==> src/rtl/ip_tx_builder.sv <==
// IPv4 transmit header builder: prepends a 20-byte header with computed checksum
// and realigns the 64-bit payload by 4 bytes behind it.
module ip_tx_builder #(
    parameter logic [7:0] P_TTL = 8'd64,
    parameter logic [7:0] P_TOS = 8'd0
) (
    input  logic        i_clk,
    input  logic        i_rst_n,
    input  logic [31:0] i_src_ip,
    input  logic [31:0] i_dst_ip,
    input  logic [63:0] s_axis_ip_data,
    input  logic [55:0] s_axis_ip_user,
    input  logic [7:0]  s_axis_ip_keep,
    input  logic        s_axis_ip_last,
    input  logic        s_axis_ip_valid,
    output logic        s_axis_ip_ready,
    output logic [63:0] m_axis_mac_data,
    output logic [47:0] m_axis_mac_user,
    output logic [7:0]  m_axis_mac_keep,
    output logic        m_axis_mac_last,
    output logic        m_axis_mac_valid,
    input  logic        m_axis_mac_ready
);

    typedef enum logic [2:0] {
        S_IDLE,
        S_CSUM1,
        S_CSUM2,
        S_HDR0,
        S_HDR1,
        S_DATA,
        S_TAIL
    } state_t;

    state_t      state_q, state_d;
    logic [15:0] total_len_q, total_len_d;
    logic [15:0] id_q, id_d;
    logic [2:0]  flags_q, flags_d;
    logic [12:0] offset_q, offset_d;
    logic [7:0]  proto_q, proto_d;
    logic [31:0] src_q, src_d;
    logic [31:0] dst_q, dst_d;
    logic [19:0] sum_q, sum_d;
    logic [15:0] csum_q, csum_d;
    logic [31:0] residue_q, residue_d;
    logic [3:0]  keep_saved_q, keep_saved_d;
    logic [63:0] data_q, data_d;
    logic [47:0] user_q, user_d;
    logic [7:0]  keep_q, keep_d;
    logic        last_q, last_d;
    logic        valid_q, valid_d;

    logic        ld;
    logic        s_ready;
    logic [15:0] hdr_words [9];
    logic [19:0] sum_c;
    logic [16:0] fold1;
    logic [16:0] fold2;
    logic [3:0]  in_cnt;

    function automatic logic [3:0] popcount8(input logic [7:0] k);
        logic [3:0] c;
        c = 4'd0;
        for (int i = 0; i < 8; i++) begin
            c = c + {3'b000, k[i]};
        end
        return c;
    endfunction

    assign ld      = !valid_q || m_axis_mac_ready;
    assign s_ready = (state_q == S_DATA) && ld;
    assign in_cnt  = popcount8(s_axis_ip_keep);

    // Header words with the checksum field taken as zero
    assign hdr_words[0] = {4'h4, 4'h5, P_TOS};
    assign hdr_words[1] = total_len_q;
    assign hdr_words[2] = id_q;
    assign hdr_words[3] = {flags_q, offset_q};
    assign hdr_words[4] = {P_TTL, proto_q};
    assign hdr_words[5] = src_q[31:16];
    assign hdr_words[6] = src_q[15:0];
    assign hdr_words[7] = dst_q[31:16];
    assign hdr_words[8] = dst_q[15:0];

    always_comb begin
        sum_c = 20'd0;
        for (int i = 0; i < 9; i++) begin
            sum_c = sum_c + {4'h0, hdr_words[i]};
        end
    end

    assign fold1 = {1'b0, sum_q[15:0]} + {13'h0, sum_q[19:16]};
    assign fold2 = {1'b0, fold1[15:0]} + {16'h0, fold1[16]};

    always_comb begin
        state_d      = state_q;
        total_len_d  = total_len_q;
        id_d         = id_q;
        flags_d      = flags_q;
        offset_d     = offset_q;
        proto_d      = proto_q;
        src_d        = src_q;
        dst_d        = dst_q;
        sum_d        = sum_q;
        csum_d       = csum_q;
        residue_d    = residue_q;
        keep_saved_d = keep_saved_q;
        data_d       = data_q;
        user_d       = user_q;
        keep_d       = keep_q;
        last_d       = last_q;
        valid_d      = valid_q;

        // An output slot that is free or being drained empties unless a state fills it
        if (ld) begin
            valid_d = 1'b0;
            last_d  = 1'b0;
        end

        case (state_q)
            S_IDLE: begin
                if (s_axis_ip_valid) begin
                    total_len_d = s_axis_ip_user[55:40] + 16'd20;
                    flags_d     = s_axis_ip_user[39:37];
                    proto_d     = s_axis_ip_user[36:29];
                    offset_d    = s_axis_ip_user[28:16];
                    id_d        = s_axis_ip_user[15:0];
                    src_d       = i_src_ip;
                    dst_d       = i_dst_ip;
                    state_d     = S_CSUM1;
                end
            end
            S_CSUM1: begin
                sum_d   = sum_c;
                state_d = S_CSUM2;
            end
            S_CSUM2: begin
                csum_d  = ~fold2[15:0];
                state_d = S_HDR0;
            end
            S_HDR0: begin
                if (ld) begin
                    data_d  = {8'h45, P_TOS, total_len_q, id_q, flags_q, offset_q};
                    keep_d  = 8'hFF;
                    valid_d = 1'b1;
                    user_d  = {total_len_q, dst_q};
                    state_d = S_HDR1;
                end
            end
            S_HDR1: begin
                if (ld) begin
                    data_d    = {P_TTL, proto_q, csum_q, src_q};
                    keep_d    = 8'hFF;
                    valid_d   = 1'b1;
                    residue_d = dst_q;
                    state_d   = S_DATA;
                end
            end
            S_DATA: begin
                if (s_axis_ip_valid && s_ready) begin
                    data_d    = {residue_q, s_axis_ip_data[63:32]};
                    residue_d = s_axis_ip_data[31:0];
                    valid_d   = 1'b1;
                    keep_d    = 8'hFF;
                    if (s_axis_ip_last) begin
                        if (in_cnt <= 4'd4) begin
                            keep_d  = {4'hF, s_axis_ip_keep[7:4]};
                            last_d  = 1'b1;
                            state_d = S_IDLE;
                        end else begin
                            keep_saved_d = s_axis_ip_keep[3:0];
                            state_d      = S_TAIL;
                        end
                    end
                end
            end
            S_TAIL: begin
                if (ld) begin
                    data_d  = {residue_q, 32'h0};
                    keep_d  = {keep_saved_q, 4'h0};
                    last_d  = 1'b1;
                    valid_d = 1'b1;
                    state_d = S_IDLE;
                end
            end
            default: state_d = S_IDLE;
        endcase
    end

    always_ff @(posedge i_clk or negedge i_rst_n) begin
        if (!i_rst_n) begin
            state_q      <= S_IDLE;
            total_len_q  <= '0;
            id_q         <= '0;
            flags_q      <= '0;
            offset_q     <= '0;
            proto_q      <= '0;
            src_q        <= '0;
            dst_q        <= '0;
            sum_q        <= '0;
            csum_q       <= '0;
            residue_q    <= '0;
            keep_saved_q <= '0;
            data_q       <= '0;
            user_q       <= '0;
            keep_q       <= '0;
            last_q       <= 1'b0;
            valid_q      <= 1'b0;
        end else begin
            state_q      <= state_d;
            total_len_q  <= total_len_d;
            id_q         <= id_d;
            flags_q      <= flags_d;
            offset_q     <= offset_d;
            proto_q      <= proto_d;
            src_q        <= src_d;
            dst_q        <= dst_d;
            sum_q        <= sum_d;
            csum_q       <= csum_d;
            residue_q    <= residue_d;
            keep_saved_q <= keep_saved_d;
            data_q       <= data_d;
            user_q       <= user_d;
            keep_q       <= keep_d;
            last_q       <= last_d;
            valid_q      <= valid_d;
        end
    end

    assign s_axis_ip_ready  = s_ready;
    assign m_axis_mac_data  = data_q;
    assign m_axis_mac_user  = user_q;
    assign m_axis_mac_keep  = keep_q;
    assign m_axis_mac_last  = last_q;
    assign m_axis_mac_valid = valid_q;

endmodule

==> config.mk <==
export PLATFORM = sky130hd
export DESIGN_NAME = ip_tx_builder
export DESIGN_NICKNAME = d
export VERILOG_FILES = /design/src/rtl/ip_tx_builder.sv
export SDC_FILE = /design/constraint.sdc
export NUM_CORES = 1
export LEC_CHECK = 0
export BUFFER_PORTS_ARGS = -buffer_cell sky130_fd_sc_hd__buf_2
export CAP_MARGIN = 10
export CORE_MARGIN = 2
export CORE_UTILIZATION = 50
export CTS_CLUSTER_DIAMETER = 50
export CTS_CLUSTER_SIZE = 12
export DETAILED_ROUTE_END_ITERATION = 7
export PLACE_DENSITY = 0.73
export RECOVER_POWER = 50
export SLEW_MARGIN = 20
export SYNTH_ARGS = -nofsm -noshare
export SYNTH_HDL_FRONTEND = slang
export SYNTH_SLANG_ARGS = --single-unit
==> constraint.sdc <==
create_clock -name i_clk -period 5.4 [get_ports i_clk]
set_input_delay 0.81 -clock i_clk [delete_from_list [all_inputs] [get_ports i_clk]]
set_output_delay 0.81 -clock i_clk [all_outputs]
set_load 0.005 [all_outputs]
# --- Word-level counts from Yosys, hierarchy flattened ---
# Index checks and enable logic that the tools add are counted.
word_totals:
  word_cells: 100
  out_inout_bits: 123
  register_bits: 317
classes:
  n_eq_ne: 13
  n_lt_le_gt_ge: 1
  bitwise: 2
  addsub: 18
  n_mux: 32
  n_reduce_logical: 17
op_table:
  columns: ["cell", "count"]
  rows:
  - ["$mux 64", 4]
  - ["$pmux 64 s4", 1]
  - ["$add 20x16->20", 4]
  - ["$mux 32", 2]
  - ["$pmux 32 s2", 1]
  - ["$mux 8", 3]
  - ["$pmux 8 s3", 1]
  - ["$mux 3", 7]
  - ["$pmux 3 s7", 1]
  - ["$add 19x15->20", 1]
  - ["$add 18x16->19", 1]
  - ["$add 17x16->18", 1]
  - ["$add 15x16->17 const A", 1]
  - ["$add 16x4->17", 1]
  - ["$add 16x1->16", 1]
  - ["$add 16x5->16 const B", 1]
  - ["$add 4x1->4", 4]
  - ["$not 16->16", 1]
  - ["$ne 2x2->1 const B", 5]
  - ["$eq 3x3->1 const B", 3]
  - ["$mux 1", 8]
  - ["$mux 4", 2]
  - ["$reduce_and 4->1", 2]
  - ["$eq 3x2->1 const B", 2]
  - ["other kinds (21)", 25]

# --- Depth between registers and ports, before layout ---
# Gate-level depths: netlist (run 1).
logic_depth:
  word_depth: 12
  depth_mapped: 18

# --- Least setup slack after synthesis (run 1) ---
# OpenSTA, ideal clock, no wires.
synth_timing:
  path_kind: "reg2reg"
  startpoint: "register total_len_q[2]"
  endpoint: "register sum_q[18]"
  required_time_ns: 5.261
  setup_time_ns: 0.139
  stages_incl_launch_ff: 19
  synth_period_minus_slack_ns: 4.301
  slack_ns: 1.099
  n_path_buf: 0
  arrival_ns: 4.162
  cell_sequence: "dfrtp_1 > inv_1 > fa_1 > inv_1 > fa_1 > fa_1 > inv_1 > fa_1 > inv_1 > ha_1 > inv_1 > fa_1 > nor2b_1 > o31a_1 > o31a_1 > a21oi_1 > a21oi_1 > a31oi_1 > a21oi_1"
synth_via:
  elab_chain_len: 8
synth_rtl:
  columns: ["item", "line_no", "text"]
  rows:
  - ["from (decl)", "36", "logic [15:0] total_len_q, total_len_d;"]
  - ["from (signal assigned)", "211", "total_len_q <= total_len_d;"]
  - ["$add 15x16->17", "88", "sum_c = sum_c + {4'h0, hdr_words[i]};"]
  - ["$add 17x16->18", "88", null]
  - ["$add 18x16->19", "88", null]
  - ["$add 19x15->20", "88", null]
  - ["$add 20x16->20 (4 in series)", "88", null]
  - ["to (signal assigned)", "218", "sum_q <= sum_d;"]
  - ["to (decl)", "43", "logic [19:0] sum_q, sum_d;"]
# Every way passes these cells.
# A chain may end at the register's enable or synchronous reset.

# --- Final worst setup path (run 1) ---
layout_timing:
  startpoint: "register total_len_q[2]"
  endpoint: "register sum_q[12]"
# Same word-level chain as after synthesis.

==> results of run 1 <==
-- layer usage --
metal | global-route usage | share of wire | vias up
met5 | 0 | 0 | -
met3 | 0.06238 | 0.076 | 109
met1 | 0.3999 | 0.41 | 6861
li1 | - | - | 6405
met4 | 0.1216 | 0.039 | 0
met2 | 0.4650 | 0.47 | 525
-- worst paths after layout --
path | to | slack, ns | cells past startpoint
worst max register to register | sum_q[12]$_DFFE_PN0P_ | 0.69 | 18
worst max-delay path | sum_q[12]$_DFFE_PN0P_ | 0.69 | 18
worst min-delay path | m_axis_mac_keep[4]$_DFFE_PN0P_ | 0.46 | 2
min in group asynchronous | m_axis_mac_data[56]$_DFFE_PN0P_ | 1.03 | 1
worst min register to register | m_axis_mac_keep[4]$_DFFE_PN0P_ | 0.46 | 2
max in group asynchronous | id_q[13]$_DFFE_PN0P_ | 1.48 | 2
-- metrics by stage --
stage	hold slack (ns)	worst slack (ns)	instance area (µm²)	cells	util
floorplan	0.4380	1.099	17410	1775	-
global placement	0.4477	0.8254	19330	2472	0.5624
detailed placement	0.4510	0.7110	19330	2472	0.5624
CTS	0.3490	0.6945	20660	2539	0.6010
global route	0.4800	0.4470	20620	2542	0.6000
finish	0.4608	0.6867	20630	2544	0.6002
-- layout make-up --
| type | count | area [µm²] |
|---|---|---|
| fill | 3011 | 13740 |
| timing repair buffer | 332 | 1682 |
| antenna | 4 | 10.01 |
| tap | 455 | 569.3 |
| inverter | 225 | 844.6 |
| clock buffer | 44 | 1059 |
| clock inverter | 23 | 271.5 |
| sequential | 316 | 7909 |
| multi-input combinational | 1145 | 8285 |
-- cell families after synthesis --
family	count (synthesis)	share of synthesized area
xor+xnor	46	0.02358
flops	316	0.4543
fa+ha+maj	128	0.1317
compound gates	389	0.1273
mux	134	0.08331
buf+inv	314	0.07080
simple gates	448	0.1090
-- flip-flops by register name (all words and copies together), names as in the netlist, 4 cells and up --
signal,cells
csum_q,16
m_axis_mac_user,48
m_axis_mac_keep,8
id_q,16
proto_q,8
sum_q,19
residue_q,32
m_axis_mac_data,64
src_q,32
keep_saved_q,4
offset_q,13
total_len_q,16
dst_q,32
-- worst reg2reg max path, cell delays in order, from the launching register on --
cell	delay, ns
dfrtp_1	0.38
inv_1	0.09
fa_1	0.55
inv_1	0.06
fa_1	0.50
fa_1	0.55
inv_1	0.07
fa_1	0.47
inv_1	0.07
ha_1	0.17
inv_1	0.06
fa_1	0.41
nor2b_1	0.18
o31a_1	0.18
o31a_1	0.22
o21ai_1	0.11
a21oi_1	0.21
mux2i_1	0.20
o311ai_1	0.10
-- synthesized netlist by cell type, drive strengths merged (3+ instances only) --
master,instances
and2,3
clkbuf,47
mux2i,47
xnor2,31
xor2,15
a221oi,8
o21a,4
dfrtp,316
inv,225
buf,42
or2,5
o21ai,212
nor2,116
nand2b,7
fa,92
nor3,8
and3,8
o211ai,3
a21o,13
o22ai,18
a211oi,5
a31oi,6
ha,36
o22a,4
nand2,259
nor2b,5
o221ai,7
nand3,19
nand4,9
mux2,87
a21oi,94
==> summary.txt, run 1 <==
Timing
  – Unrepaired setup endpoints after global routing: false
  – Final hold violations: 0
  – Slew @ Worst Pin: 2.521 ns
  – Tmin final: between 4 and 5 ns
  – Max-slew violations: between 200 and 250
  – Clock skew: roughly 0.015 ns
  – Final Setup Violations: 0
  – Setup_tns: 0 ns
  – Fmax: 0.2122 GHz
  – Final worst-path cycle share: 0.8728
  – Worst slew margin: -0.6807

Floorplanning
  – Core area: roughly 34000 µm²
  – Chip Height: 190.6 µm
  – IO Count: 320
  – # rows: 68
  – Die W: 190.6 µm
  – Initial core utilization: 0.5064
  – Die area: around 36000 µm²

Critical path
  – Worst EP required: just under 6 ns
  – Slowest CP cell: fa_1
  – Data arrival time of the worst path: 5.10 ns
  – Setup crit end kind: flip-flop
  – CP startpoint: total_len_q[2]$_DFFE_PN0P_
  – Worst r2r src: total_len_q[2]$_DFFE_PN0P_
  – Crit path launch type: flip-flop
  – Crit-path max cell delay: roughly 0.55 ns
  – WP buf/inv: 5
  – CP top delay family: adder cells
  – CP max FO: 4
  – WS Path Type: flip-flop to flip-flop
  – Worst path cell trace: inv_1, fa_1, inv_1, fa_1, fa_1, inv_1, fa_1, inv_1, ha_1, inv_1, fa_1, nor2b_1, o31a_1, o31a_1, o21ai_1, a21oi_1, mux2i_1, o311ai_1

Final layout
  – Fin nets: 2386
  – Layout Area Growth over Synthesis: 18.52%
  – Most common cell after layout, fill and taps aside: dfrtp_1
  – Most frequent cells in the layout: 315 x dfrtp_1, 292 x buf_2, 258 x nand2_1, 224 x inv_1, 195 x o21ai_0
  – Layout cell share with drive strength beyond 1: 0.2317

Route
  – Post-DRT Antenna Nets: 0
  – DR WL/cell: ~21 µm
  – Total wire length: between 50 and 60 mm
  – DRC: 0
  – Vias per cell: ~5.5
  – First-pass iteration count of the detailed router: 5
  – Vias: around 14000
  – DRT iter0 DRCs: around 960

Yosys
  – Post-Syn Nets: 2100
  – Ys flop type: dfrtp_1
  – Netlist cell types: 64
  – Post-synth top area share: 0.4543
  – Mean Syn Cell Area: slightly below 10 µm²
  – Sequential share of the synthesized area: 0.4543
  – Cells taking the most area after synthesis: dfrtp_1 45%, fa_1 11%, mux2_2 5.6%
  – Number of flops mapped to enable cells by yosys: 0
  – Yosys top cell by area: dfrtp_1
  – Flop and latch count out of synthesis: 316
  – Syn Inst Count: about 1800
  – Number of synthesis warnings: 0
  – Syn Std Cell Area: 17410 µm²
  – Async set-reset flop share out of synthesis: 1.000

Outcome
  – Violated checks: capacitance limit, slew limit
  – Outcome: complete, but fails checks

GRT
  – GRT Overall Usage: 0.2953
  – Largest net degree at the start of global routing: between 200 and 250
  – First-pass GRT wire length: slightly above 80 mm
  – Vias in the first global route: ~14000
  – Grt ovf: 0
  – Initial antenna violation count: 2

Clock network
  – CTS tree: built
  – Root buffer cell: clkbuf_16
  – Deepest clock path buffer count: 3
  – Worst-path clk slew: 0.06 ns
  – Clock H-tree levels: 2
  – Post-CTS Hold Buffers: 0
  – Clock insertion delay at the later pin of the skew report: ~0.53 ns
  – Num CTS Buffers: 41
  – Post-cts resize count: 0
  – Setup Buffers After CTS: 0
  – Clock Sinks: 316

Place
  – Routability cong.: about 0.89
  – DP Wirelength: 39.72 mm
  – Port buffer count: 319

Flow run
  – Max-capacitance violation count: 2

Min path
  – Worst Hold Class: flip-flop to flip-flop
  – Hold wc startpoint: m_axis_mac_keep[4]$_DFFE_PN0P_
Power of run 1 is not shown: default switching activity piles up to over one toggle a cycle in this logic, so the estimate is an artifact.
==> inputs of run 2 (changes only) <==
--- a/config.mk
+++ b/config.mk
@@ -14,6 +14,7 @@
 export DETAILED_ROUTE_END_ITERATION = 7
 export PLACE_DENSITY = 0.73
 export RECOVER_POWER = 50
+export REMOVE_ABC_BUFFERS = 1
 export SLEW_MARGIN = 20
 export SYNTH_ARGS = -nofsm -noshare
 export SYNTH_HDL_FRONTEND = slang
==> run 2 against run 1 <==
Effect of this change: the run still ends with capacitance limit, slew limit left; clock-buffer cell count rose by 3; global-route usage fell by 2.8 points; sequential share of layout area fell by 0.12 points; final area rose by 0.36%; worst hold slack got worse by 0.21 ns; critical path depth fell by 2; sequential cell count did not move.
==> summary.txt, run 2 (same netlist as run 1, synthesis figures left out) <==
Clock network
  – Clock Sinks: 316 (unchanged)
  – Post-cts resize count: 0 (unchanged)
  – Clock H-tree levels: 2 (unchanged)
  – Deepest clock path buffer count: 3 (unchanged)
  – Post-CTS Hold Buffers: 0 (unchanged)
  – Num CTS Buffers: 39 (was 41)
  – Setup Buffers After CTS: 0 (unchanged)
  – Worst-path clk slew: 0.06 ns (about the same)
  – CTS tree: built (unchanged)
  – Clock insertion delay at the later pin of the skew report: 0.54 ns (was 0.53 ns)
  – Root buffer cell: clkbuf_16 (unchanged)

GRT
  – Largest net degree at the start of global routing: 133 (was 213)
  – GRT Overall Usage: 0.2677 (was 0.2953)
  – First-pass GRT wire length: 75.47 mm (was 80.44 mm)
  – Initial antenna violation count: 4 (was 2)
  – Vias in the first global route: 14130 (was 13970)
  – Grt ovf: 0 (unchanged)

Route
  – Vias per cell: 5.338 (was 5.464)
  – Total wire length: 47.56 mm (was 53.16 mm)
  – DR WL/cell: 18.71 µm (was 20.89 µm)
  – DRT iter0 DRCs: 861 (was 958)
  – First-pass iteration count of the detailed router: 5 (unchanged)
  – Vias: 13570 (was 13900)
  – DRC: 0 (unchanged)
  – Post-DRT Antenna Nets: 0 (unchanged)

Final layout
  – Layout Area Growth over Synthesis: 18.94% (was 18.52%)
  – Largest register FFs: 64 (unchanged)
  – Fin nets: 2388 (was 2386)
  – Layout fillers: 2963 (was 3011)
  – Core Util, Final: 0.6023 (was 0.6002)
  – Layout cell share with drive strength beyond 1: 0.2345 (was 0.2317)
  – Most frequent cells in the layout: 315 x dfrtp_1, 298 x buf_2, 258 x nand2_1, 224 x inv_1, 195 x o21ai_0 (was 315 x dfrtp_1, 292 x buf_2, 258 x nand2_1, 224 x inv_1, 195 x o21ai_0)
  – Most common cell after layout, fill and taps aside: dfrtp_1 (unchanged)
  – Final non-filler cell total: 2542 (was 2544)

Timing
  – Worst slew margin: -1.199 (was -0.6807)
  – Tmin final: 4.646 ns (was 4.713 ns)
  – Slew @ Worst Pin: 3.298 ns (was 2.521 ns)
  – Unrepaired setup endpoints after global routing: false (unchanged)
  – Max-slew violations: 236 (was 213)
  – Fin worst setup slack: 0.7543 ns (was 0.6867 ns)
  – Final worst-path cycle share: 0.8603 (was 0.8728)
  – Minimum hold slack: 0.2521 ns (was 0.4608 ns)
  – Final hold violations: 0 (unchanged)
  – Fmax: 0.2153 GHz (was 0.2122 GHz)
  – Clock skew: 0.01820 ns (was 0.01538 ns)
  – Final Setup Violations: 0 (unchanged)

Critical path
  – Register-to-Register Setup Slack: 0.75 ns (was 0.69 ns)
  – Crit-path max cell delay: 0.59 ns (was 0.55 ns)
  – Worst path cell trace: inv_1, fa_1, inv_1, fa_1, fa_1, inv_1, fa_1, inv_1, ha_1, a21o_1, a21o_1, a21oi_1, o311ai_0, a21oi_1, xor2_1, o21ai_0 (was inv_1, fa_1, inv_1, fa_1, fa_1, inv_1, fa_1, inv_1, ha_1, inv_1, fa_1, nor2b_1, o31a_1, o31a_1, o21ai_1, a21oi_1, mux2i_1, o311ai_1)
  – R2r worst-path depth: 16 (was 18)
  – CP max FO: 4 (unchanged)
  – WS Path Type: flip-flop to flip-flop (unchanged)
  – Worst r2r src: total_len_q[3]$_DFFE_PN0P_ (was total_len_q[2]$_DFFE_PN0P_)
  – Worst R2R End: sum_q[15]$_DFFE_PN0P_ (was sum_q[12]$_DFFE_PN0P_)
  – Crit path launch type: flip-flop (unchanged)
  – Data arrival time of the worst path: 5.05 ns (was 5.10 ns)
  – Slowest CP cell: fa_1 (unchanged)
  – Setup crit end kind: flip-flop (unchanged)
  – Worst EP required: 5.80 ns (was 5.79 ns)

Floorplanning
  – Die W: 190.6 µm (unchanged)
  – Initial core utilization: 0.5064 (unchanged)
  – IO Count: 320 (unchanged)
  – Die area: 36320 µm² (unchanged)
  – Chip Height: 190.6 µm (unchanged)
  – # rows: 68 (unchanged)
  – Core area: 34370 µm² (unchanged)

Flow run
  – Max-capacitance violation count: 2 (unchanged)

Outcome
  – Outcome: complete, but fails checks (unchanged)
  – Violated checks: capacitance limit, slew limit (unchanged)

Place
  – DP Wirelength: 32.74 mm (was 39.72 mm)
  – Routability cong.: 0.8822 (was 0.8864)
  – Port buffer count: 319 (unchanged)
  – Cells after DPL: 2476 (was 2472)
  – Place WS: 0.7160 ns (was 0.7110 ns)

Min path
  – Worst Hold Class: primary input to asynchronous set/reset pin (was flip-flop to flip-flop)
run 2: worst max-delay path by stage:
stage / start / end / slack, ns / cells past startpoint
floorplan: state_q[0]$_DFFE_PN0P_ / dst_q[0]$_DFFE_PN0P_ / -2.72 / 3
global placement: total_len_q[2]$_DFFE_PN0P_ / sum_q[18]$_DFFE_PN0P_ / 0.79 / 18
detailed placement: s_axis_ip_keep[0] / m_axis_mac_keep[2]$_DFFE_PN0P_ / 0.72 / 14
CTS: total_len_q[7]$_DFFE_PN0P_ / sum_q[15]$_DFFE_PN0P_ / 0.76 / 15
global route: total_len_q[2]$_DFFE_PN0P_ / sum_q[16]$_DFFE_PN0P_ / 0.47 / 18
finish: total_len_q[3]$_DFFE_PN0P_ / sum_q[15]$_DFFE_PN0P_ / 0.75 / 16
run 2: metal layers:
layer / track usage / up-vias / wire [µm]
met3: 0.05079 / 79 / 3126
li1: - / 6374 / -
met2: 0.4499 / 431 / 23100
met5: 0 / - / 11
met1: 0.3548 / 6684 / 20180
met4: 0.07692 / 2 / 1152
run 2: area by class of cell:
class / count / area, µm² / share of cell area
clock buffers: 47 / 1069 / 0.05161
clock inverters: 16 / 260.3 / 0.01257
diodes: 2 / 5.005 / 0.0002417
inverters: 225 / 844.6 / 0.04079
multi-input cells: 1145 / 8303 / 0.4010
flip-flops and latches: 316 / 7911 / 0.3821
well taps: 455 / 569.3 / 0.02750
repair buffers: 336 / 1742 / 0.08412
run 2: per-stage QoR:
stage,instance area [µm²],TNS (ns)
after floorplan,17020,-322.68
after global placement,19390,0
after detailed placement,19400,0
after CTS,20730,0
after global routing,20700,0
final,20700,0
run 2: critical path: cells and delay by family, from the launching register on:
kind                       cells  cell delay [ns]
DFF                            1             0.36
adders and majority gates      5             2.44
xor gates and xnor gates       1             0.16
AOI/OAI and AO/OA              6             1.32
buffers and inverters          4             0.23
Power of run 2 is left out for the same reason.
==> inputs of run 3 (changes only) <==
--- a/config.mk
+++ b/config.mk
@@ -7,12 +7,14 @@
 export LEC_CHECK = 0
 export BUFFER_PORTS_ARGS = -buffer_cell sky130_fd_sc_hd__buf_2
 export CAP_MARGIN = 10
+export CELL_PAD_IN_SITES_DETAIL_PLACEMENT = 1
+export CELL_PAD_IN_SITES_GLOBAL_PLACEMENT = 2
 export CORE_MARGIN = 2
-export CORE_UTILIZATION = 50
+export CORE_UTILIZATION = 35
 export CTS_CLUSTER_DIAMETER = 50
 export CTS_CLUSTER_SIZE = 12
 export DETAILED_ROUTE_END_ITERATION = 7
-export PLACE_DENSITY = 0.73
+export PLACE_DENSITY_LB_ADDON = 0.1
 export RECOVER_POWER = 50
 export REMOVE_ABC_BUFFERS = 1
 export SLEW_MARGIN = 20
==> run 3 against run 2 <==
Effect of this change: the flow still finishes with violations (capacitance limit, slew limit); final area grew 1.9%; sequential share of layout area fell by 0.70 points; via count is 0.18% lower; clock skew shrank 0.0084 ns; maximum frequency shrank 2.8%; core utilization down 17 points; critical endpoint is now sum_q[18]$_DFFE_PN0P_.
==> summary.txt, run 3 (same netlist as run 1, synthesis figures left out) <==
Clock network
  – Num CTS Buffers: 44 (was 39)
  – Root buffer cell: clkbuf_16 (unchanged)
  – Post-cts resize count: 0 (unchanged)
  – Worst-path clk slew: 0.06 ns (about the same)
  – CTS tree: built (unchanged)
  – Clock H-tree levels: 2 (unchanged)
  – Setup Buffers After CTS: 0 (unchanged)
  – Clock insertion delay at the later pin of the skew report: 0.57 ns (was 0.54 ns)
  – Post-CTS Hold Buffers: 0 (unchanged)
  – Deepest clock path buffer count: 3 (unchanged)
  – Clock Sinks: 316 (unchanged)

Flow run
  – Max-capacitance violation count: 2 (unchanged)

Floorplanning
  – Die area: 51530 µm² (was 36320 µm²)
  – Core area: 49050 µm² (was 34370 µm²)
  – Initial core utilization: 0.3549 (was 0.5064)
  – # rows: 81 (was 68)
  – Die W: 227.0 µm (was 190.6 µm)
  – IO Count: 320 (unchanged)
  – Chip Height: 227.0 µm (was 190.6 µm)

GRT
  – First-pass GRT wire length: 86.63 mm (was 75.47 mm)
  – Initial antenna violation count: 3 (was 4)
  – GRT Overall Usage: 0.2223 (was 0.2677)
  – Grt ovf: 0 (unchanged)
  – Vias in the first global route: 14740 (was 14130)
  – Largest net degree at the start of global routing: 142 (was 133)

Place
  – Place WS: 0.6120 ns (was 0.7160 ns)
  – Port buffer count: 319 (unchanged)
  – Routability cong.: 0.7997 (was 0.8822)
  – DP Wirelength: 39.96 mm (was 32.74 mm)
  – Cells after DPL: 2689 (was 2476)

Timing
  – Final Setup Violations: 0 (unchanged)
  – Final worst-path cycle share: 0.8854 (was 0.8603)
  – Tmin final: 4.781 ns (was 4.646 ns)
  – Unrepaired setup endpoints after global routing: false (unchanged)
  – Fin worst setup slack: 0.6186 ns (was 0.7543 ns)
  – Slew @ Worst Pin: 2.670 ns (was 3.298 ns)
  – Clock skew: 0.009774 ns (was 0.01820 ns)
  – Max-slew violations: 127 (was 236)
  – Fmax: 0.2091 GHz (was 0.2153 GHz)
  – Final hold violations: 0 (unchanged)
  – Worst slew margin: -0.7801 (was -1.199)

Route
  – DRT iter0 DRCs: 584 (was 861)
  – DR WL/cell: 20.21 µm (was 18.71 µm)
  – Post-DRT Antenna Nets: 0 (unchanged)
  – Vias: 13550 (was 13570)
  – DRC: 0 (unchanged)
  – First-pass iteration count of the detailed router: 4 (was 5)
  – Vias per cell: 4.888 (was 5.338)
  – Total wire length: 56.01 mm (was 47.56 mm)

Final layout
  – Layout Area Growth over Synthesis: 21.18% (was 18.94%)
  – Final non-filler cell total: 2771 (was 2542)
  – Layout cell share with drive strength beyond 1: 0.2337 (was 0.2345)
  – Layout fillers: 5744 (was 2963)
  – Most frequent cells in the layout: 314 x dfrtp_1, 280 x buf_2, 257 x nand2_1, 224 x inv_1, 195 x o21ai_0 (was 315 x dfrtp_1, 298 x buf_2, 258 x nand2_1, 224 x inv_1, 195 x o21ai_0)
  – Largest register FFs: 64 (unchanged)
  – Most common cell after layout, fill and taps aside: dfrtp_1 (unchanged)
  – Fin nets: 2397 (was 2388)

Critical path
  – Crit path launch type: flip-flop (unchanged)
  – Setup crit end kind: flip-flop (unchanged)
  – WS Path Type: flip-flop to flip-flop (unchanged)
  – CP max FO: 4 (unchanged)
  – Data arrival time of the worst path: 5.19 ns (was 5.05 ns)
  – Worst EP required: 5.80 ns (about the same)

Outcome
  – Outcome: complete, but fails checks (unchanged)
  – Violated checks: capacitance limit, slew limit (unchanged)

Min path
  – Worst Hold Class: primary input to flip-flop (was primary input to asynchronous set/reset pin)
[run 3: cell count changes in the layout (fill, tap and decap cells not counted), moves of 4 or more]
cell,previous run,this run
clkinv_2,3,10
clkbuf_1,23,42
clkbuf_16,41,45
buf_2,298,280
clkinvlp_4,1,8
[run 3: final cells by class]
cell class	instances	area, µm²	area share
inverter	225	844.6	0.04004
clock inverter	27	274.0	0.01299
clock buffer	52	1192	0.05653
tap	664	830.8	0.03939
multi-input combinational	1145	8295	0.3933
timing repair buffer	340	1739	0.08245
sequential	316	7913	0.3751
antenna	2	5.005	0.0002373
[run 3: metal layers]
layer / vias up / GRT usage / wire length, µm
li1: 6414 / - / -
met1: 6832 / 0.2839 / 24120
met2: 225 / 0.3901 / 28290
met3: 72 / 0.03975 / 2363
met4: 2 / 0.05524 / 1220
met5: - / 0 / 11
[run 3: worst paths after layout]
kind                       depth (start not counted)                              end                           start  slack [ns]
min in group asynchronous                          1  m_axis_mac_user[17]$_DFFE_PN0P_                         i_rst_n        1.01
max in group asynchronous                          2          offset_q[2]$_DFFE_PN0P_                         i_rst_n        1.56
min                                                3            dst_q[24]$_DFFE_PN0P_                    i_dst_ip[24]        0.44
min reg2reg                                        2   m_axis_mac_keep[6]$_DFFE_PN0P_  m_axis_mac_keep[6]$_DFFE_PN0P_        0.47
max                                               18            sum_q[18]$_DFFE_PN0P_      total_len_q[2]$_DFFE_PN0P_        0.62
max reg2reg                                       18            sum_q[18]$_DFFE_PN0P_      total_len_q[2]$_DFFE_PN0P_        0.62
[run 3: through the flow]
step	utilization	cell area (µm²)	hold slack (ns)	setup TNS (ns)
after floorplan	-	17020	0.4380	-322.68
after global placement	0.4012	19680	0.4461	0
after detailed placement	0.4012	19680	0.4571	0
after CTS	0.4311	21140	0.2815	0
after global routing	0.4300	21090	0.4253	0
final	0.4300	21090	0.4443	0
[run 3: worst max-delay path, cell delays in order, from the launching register on]
cell and delay [ns]:
dfrtp_1 0.39, inv_1 0.08, fa_1 0.54, inv_1 0.06, fa_1 0.52, fa_1 0.56, inv_1 0.06, fa_1 0.54
inv_1 0.04, ha_1 0.20, inv_1 0.07, fa_1 0.20, nor2b_1 0.07, o31a_1 0.28, o31a_1 0.32, a21oi_1 0.27
a21oi_1 0.15, a31oi_1 0.19, a21oi_1 0.08
Power of run 3 is left out for the same reason.
